`config.mk`:
```
export PLATFORM = sky130hd
export DESIGN_NAME = alu_sequencer
export DESIGN_NICKNAME = d
export VERILOG_FILES = /design/src/rtl/alu_sequencer.sv
export SDC_FILE = /design/constraint.sdc
export NUM_CORES = 1
export LEC_CHECK = 0
export ABC_AREA = 1
export CAP_MARGIN = 20
export CORE_AREA = 2 2 75 77
export DETAILED_ROUTE_END_ITERATION = 6
export DIE_AREA = 0 0 77 79
export PLACE_DENSITY = 0.91
export SYNTH_ARGS = -nofsm -noshare
export SYNTH_HDL_FRONTEND = slang
export SYNTH_SLANG_ARGS = --single-unit
```
`constraint.sdc`:
```
create_clock -name clock -period 2.4 [get_ports clock]
set_input_delay 0.36 -clock clock [delete_from_list [all_inputs] [get_ports clock]]
set_output_delay 0.36 -clock clock [all_outputs]
set_load 0.01 [all_outputs]
```
`src/rtl/alu_sequencer.sv`:
```
// jacaranda-8 ALU: single-cycle logic/arith, iterative shifts, optional iterative multiply (ALU_MUL_EN).
// Latency: 1 for single-cycle/illegal ops, shamt+1 for SLL/SRL, WIDTH+1 for MUL.
// Backpressure: in_ready low outside IDLE; the result is held stable in DONE until out_ready.
module alu_sequencer #(
    parameter int WIDTH   = 8,
    parameter int SHAMT_W = $clog2(WIDTH)
) (
    input  logic             clock,
    input  logic             reset,
    input  logic             in_valid,
    output logic             in_ready,
    input  logic [3:0]       opcode,
    input  logic [WIDTH-1:0] operand_a,
    input  logic [WIDTH-1:0] operand_b,
    output logic             out_valid,
    input  logic             out_ready,
    output logic [WIDTH-1:0] result,
    output logic [WIDTH-1:0] result_hi,
    output logic             flag_zero,
    output logic             flag_carry,
    output logic             illegal
);

    localparam logic [1:0] S_IDLE = 2'd0;
    localparam logic [1:0] S_EXEC = 2'd1;
    localparam logic [1:0] S_DONE = 2'd2;

    localparam logic [3:0] OP_ADD = 4'b0001;
    localparam logic [3:0] OP_SUB = 4'b0010;
    localparam logic [3:0] OP_AND = 4'b0011;
    localparam logic [3:0] OP_OR  = 4'b0100;
    localparam logic [3:0] OP_XOR = 4'b0101;
    localparam logic [3:0] OP_NOT = 4'b0110;
    localparam logic [3:0] OP_SLL = 4'b0111;
    localparam logic [3:0] OP_SRL = 4'b1000;
    localparam logic [3:0] OP_MUL = 4'b1001;

    // One extra bit so the counter can hold WIDTH for the multiply.
    localparam int CNT_W = SHAMT_W + 1;

    logic [1:0]       state_q;
    logic [3:0]       op_q;
    logic [WIDTH-1:0] a_q;
    logic [CNT_W-1:0] cnt_q;
`ifdef ALU_MUL_EN
    logic [WIDTH-1:0] b_q;
    logic [WIDTH-1:0] acc_q;
    logic [WIDTH:0]   mul_sum;
    logic [WIDTH-1:0] ex_b;
    logic [WIDTH-1:0] ex_acc;
`endif

    logic [SHAMT_W-1:0] shamt;
    logic [WIDTH-1:0]   sc_result;
    logic               sc_carry;
    logic               sc_illegal;
    logic               sc_iter;

    logic [WIDTH-1:0]   ex_a;
    logic [WIDTH-1:0]   ex_res;
    logic [WIDTH-1:0]   ex_hi;
    logic               ex_carry;

    assign in_ready  = (state_q == S_IDLE);
    assign out_valid = (state_q == S_DONE);
    assign shamt     = operand_b[SHAMT_W-1:0];

    // Decode of the incoming request; sc_iter marks ops that need EXEC cycles.
    always_comb begin
        sc_result  = '0;
        sc_carry   = 1'b0;
        sc_illegal = 1'b0;
        sc_iter    = 1'b0;
        case (opcode)
            OP_ADD: {sc_carry, sc_result} = {1'b0, operand_a} + {1'b0, operand_b};
            OP_SUB: begin
                sc_result = operand_a - operand_b;
                sc_carry  = (operand_a < operand_b);
            end
            OP_AND: sc_result = operand_a & operand_b;
            OP_OR:  sc_result = operand_a | operand_b;
            OP_XOR: sc_result = operand_a ^ operand_b;
            OP_NOT: sc_result = ~operand_a;
            OP_SLL, OP_SRL: begin
                if (shamt == '0) sc_result = operand_a;
                else             sc_iter   = 1'b1;
            end
`ifdef ALU_MUL_EN
            OP_MUL: sc_iter = 1'b1;
`endif
            default: sc_illegal = 1'b1;
        endcase
    end

    // One iteration step: a single-bit shift, or one shift-add multiply step.
    always_comb begin
        ex_a     = a_q;
        ex_carry = 1'b0;
        ex_hi    = '0;
        case (op_q)
            OP_SLL: begin
                ex_a     = a_q << 1;
                ex_carry = a_q[WIDTH-1];
            end
            OP_SRL: begin
                ex_a     = a_q >> 1;
                ex_carry = a_q[0];
            end
            default: ex_a = a_q;
        endcase
        ex_res = ex_a;
`ifdef ALU_MUL_EN
        mul_sum = b_q[0] ? ({1'b0, acc_q} + {1'b0, a_q}) : {1'b0, acc_q};
        ex_acc  = mul_sum[WIDTH:1];
        ex_b    = {mul_sum[0], b_q[WIDTH-1:1]};
        if (op_q == OP_MUL) begin
            ex_res   = ex_b;
            ex_hi    = ex_acc;
            ex_carry = 1'b0;
        end
`endif
    end

    always_ff @(posedge clock or posedge reset) begin
        if (reset) begin
            state_q    <= S_IDLE;
            op_q       <= '0;
            a_q        <= '0;
            cnt_q      <= '0;
            result     <= '0;
            result_hi  <= '0;
            flag_zero  <= 1'b0;
            flag_carry <= 1'b0;
            illegal    <= 1'b0;
`ifdef ALU_MUL_EN
            b_q        <= '0;
            acc_q      <= '0;
`endif
        end else begin
            case (state_q)
                S_IDLE: begin
                    if (in_valid) begin
                        op_q <= opcode;
                        a_q  <= operand_a;
`ifdef ALU_MUL_EN
                        b_q   <= operand_b;
                        acc_q <= '0;
`endif
                        if (sc_iter) begin
                            state_q <= S_EXEC;
                            cnt_q   <= (opcode == OP_MUL) ? CNT_W'(WIDTH) : {1'b0, shamt};
                        end else begin
                            state_q    <= S_DONE;
                            result     <= sc_result;
                            result_hi  <= '0;
                            flag_carry <= sc_carry;
                            flag_zero  <= !sc_illegal && (sc_result == '0);
                            illegal    <= sc_illegal;
                        end
                    end
                end
                S_EXEC: begin
                    a_q   <= ex_a;
                    cnt_q <= cnt_q - CNT_W'(1);
`ifdef ALU_MUL_EN
                    b_q   <= ex_b;
                    acc_q <= ex_acc;
`endif
                    if (cnt_q == CNT_W'(1)) begin
                        state_q    <= S_DONE;
                        result     <= ex_res;
                        result_hi  <= ex_hi;
                        flag_carry <= ex_carry;
                        flag_zero  <= (ex_res == '0) && (ex_hi == '0);
                        illegal    <= 1'b0;
                    end
                end
                S_DONE: begin
                    if (out_ready) state_q <= S_IDLE;
                end
                default: state_q <= S_IDLE;
            endcase
        end
    end

endmodule

```
==> impl_metrics.ini, run 1 <==
[placed_design]
dp_hpwl_um = 7050
portBuffers = 36
gp_congestion = 0.982

[synthesis]
ys_seq_elements = 29
synth_common_cells = nand2_1 (118), inv_1 (73), nand3_1 (63)
avgSynthCellArea_um2 = 6.48
synth_top_flop_cell = dfrtp_1
synth.cell_area_um2 = 3030
async_flop_share = 1.00
synth_area_leaders = dfrtp_1 (24%), nand2_1 (15%), ha_1 (11%)
ys_types = 36
synth_edf_count = 0
yosys.cell_count.top_type = nand2_1
synth_top_area_frac = 0.239
synth_warnings = 0
synth_largest_area_cell = dfrtp_1
yosysSeqAreaShare = 0.239
postSynthCellCount = 468

[setup_path]
arrival_ns = 2.43
critical_path.max_fanout = 3
r2r_cells = 9
cpPeakStageDelay_ns = 0.56
crit_chain = clkdlybuf4s50_1, inv_2, fa_1, inv_1, nand2_1, nand2_1, nor2_1, nor2_1, nand3_1, nor2_2, nand3_1, nor2_1, nand3_1, a21oi_1
startpoint = operand_a[1]
crit_buf_inv = 3
r2r_start = op_q[3]
required_ns = 2.61
path_class = in2reg
cp.depth = 14
cp_top_family = simple AND/OR/NAND/NOR gates
crit_path_end = flag_zero
reg2reg_to = flag_zero
end_kind = flop
critical_path.slowest_cell = clkdlybuf4s50_1
start_kind = primary input
r2r_slack_ns = 0.42

[pwr]
p_per_area_nw_per_um2 = 707
vdd_drop_max_v = 0.000415
p_leak_nw = 2.01

[floorplan]
core.rowCount = 27
fp.dieW_um = 77
die_y_um = 79
core_um2 = 5340
dieArea_um2 = 6080
initial_utilization = 0.568
io_pins = 45

[global_route]
overflow = 0
antenna_found_initial = 0
grt_max_degree = 30
grt_pass1_wl_um = 14500
grt_pass1_vias = 3269
gr-usage-all-layers = 0.299

[timing]
final-hold-violation-count = 0
max_freq_mhz = 449
tightestPinTransition_ns = 0.605
period_needed_ns = 2.23
drv_slew = 0
setup_viol = 0
fin_tns_setup_ns = 0
holdWs_ns = 0.436
fin_skew_ns = 0.00662
max_slew_margin = 0.596
finalCritPeriodShare = 0.928

[clocking]
clk_pin_slew_ns = 0.06
cts-hold-fix-buffers = 0
post_cts_buffers = 0
numCtsBuffers = 5
clkSinkCount = 29
worstSkewPairLatency_ns = 0.28
cts_root_buf = clkbuf_8
ctsResizeCount = 0
cts_max_path_buffers = 2
htree_levels = 2
tritoncts = built

[drt]
dr.pass1.iters = 5
wl_per_cell_um = 14.4
wl_um = 8800
vias = 3438
via_per_inst = 5.61
ant_nets = 0
drt_iter0_markers = 304
drc = 0

[status]
status = complete, no violations

[layout]
syn_to_final_growth_pct = 26.1
drive_gt1_frac = 0.129
nFillCells = 446
n_antenna_cell = 0
nets = 592

[run]
drv_cap = 0

[hold_path]
hp-class = in2async
==> per-layer routing <==
layer  routed length [µm]  GRT usage  vias to the layer above
met2                 4340      0.538                      193
met5                    0          0                        -
met4                  346      0.150                        0
met3                  652     0.0398                       34
li1                     -          -                     1650
met1                 3460      0.352                     1561
==> power breakdown <==
| part | switching (W) | internal [W] |
|---|---|---|
| Clock | 0.000178 | 0.000200 |
| Sequential | 0.000147 | 0.000707 |
| Combinational | 0.000830 | 0.000639 |
==> how the worst min path moves through the flow <==
| stage | start | to | cells after the start |
|---|---|---|---|
| 3_3_place_gp | flag_carry | flag_carry | 2 |
| 4_1_cts | reset | cnt_q[3] | 3 |
| 6_report | reset | cnt_q[3] | 3 |
| 3_5_place_dp | flag_carry | flag_carry | 2 |
| 2_1_floorplan | reset | a_q[0] | 1 |
| 5_1_grt | reset | cnt_q[3] | 3 |
==> kinds of logic (layout without fill, tap and decap cells) <==
family,count (synthesis),after routing,share of synthesized area
buffers and inverters,94,160,0.132
AOI/OAI and AO/OA,64,64,0.142
xor gates and xnor gates,2,2,0.00578
and+or+nand+nor,250,250,0.359
adders and majority gates,28,28,0.121
other,1,8,0.00124
DFF,29,29,0.239
==> state kept, by name (all words and copies together), names as in the netlist <==
register    flops
flag_zero       1
op_q            4
a_q             8
state_q         2
flag_carry      1
result          8
cnt_q           4
illegal         1
==> final cells by class <==
class	count	area, µm²	share of cell area
repair buffers	77	673	0.176
clock inverters	2	10.0	0.00262
inverters	75	282	0.0736
multi-input cells	352	1970	0.515
flip-flops and latches	29	726	0.190
well taps	72	90.1	0.0236
clock buffers	6	72.6	0.0190
==> cells in the final DEF, fill, tap and decap left out, drive strengths merged, types with 3 or more instances in the layout <==
cell type and count:
a21boi 3, a21oi 12, buf 41, clkbuf 6
clkdlybuf4s50 34, conb 8, dfrtp 29, ha 26
inv 75, nand2 120, nand3 63, nand4 8
nor2 55, o211ai 7, o21a 3, o21ai 17
o221ai 9, o22ai 8, or2 4
==> stage by stage <==
stage	instances	setup slack (ns)	area (µm²)	util	total power (W)
CTS	613	0.0461	3780	0.708	0.00268
finish	613	0.174	3820	0.716	0.00270
global route	613	-0.0125	3820	0.716	0.00292
detailed placement	605	-0.244	3700	0.693	0.00229
floorplan	475	0.461	3060	-	0.00176
global placement	605	-0.168	3700	0.693	0.00224
==> worst register-to-register path, cell delays in order (launching register included) <==
cell	delay [ns]
dfrtp_1	0.41
inv_1	0.08
nand4_1	0.47
nand3_1	0.29
o221ai_1	0.17
nor2_1	0.12
nand2_1	0.07
nor2_1	0.10
nor2_1	0.05
a21oi_1	0.13
No activity file was read; power rests on OpenSTA's default activity.
==> run 2, diff against run 1 <==
- ABC_CLOCK_PERIOD_IN_PS: default -> 2400
- CTS_CLUSTER_SIZE: default -> 28
==> results of run 2 <==
Final layout, timing and power as in run 1 (identical DEF).
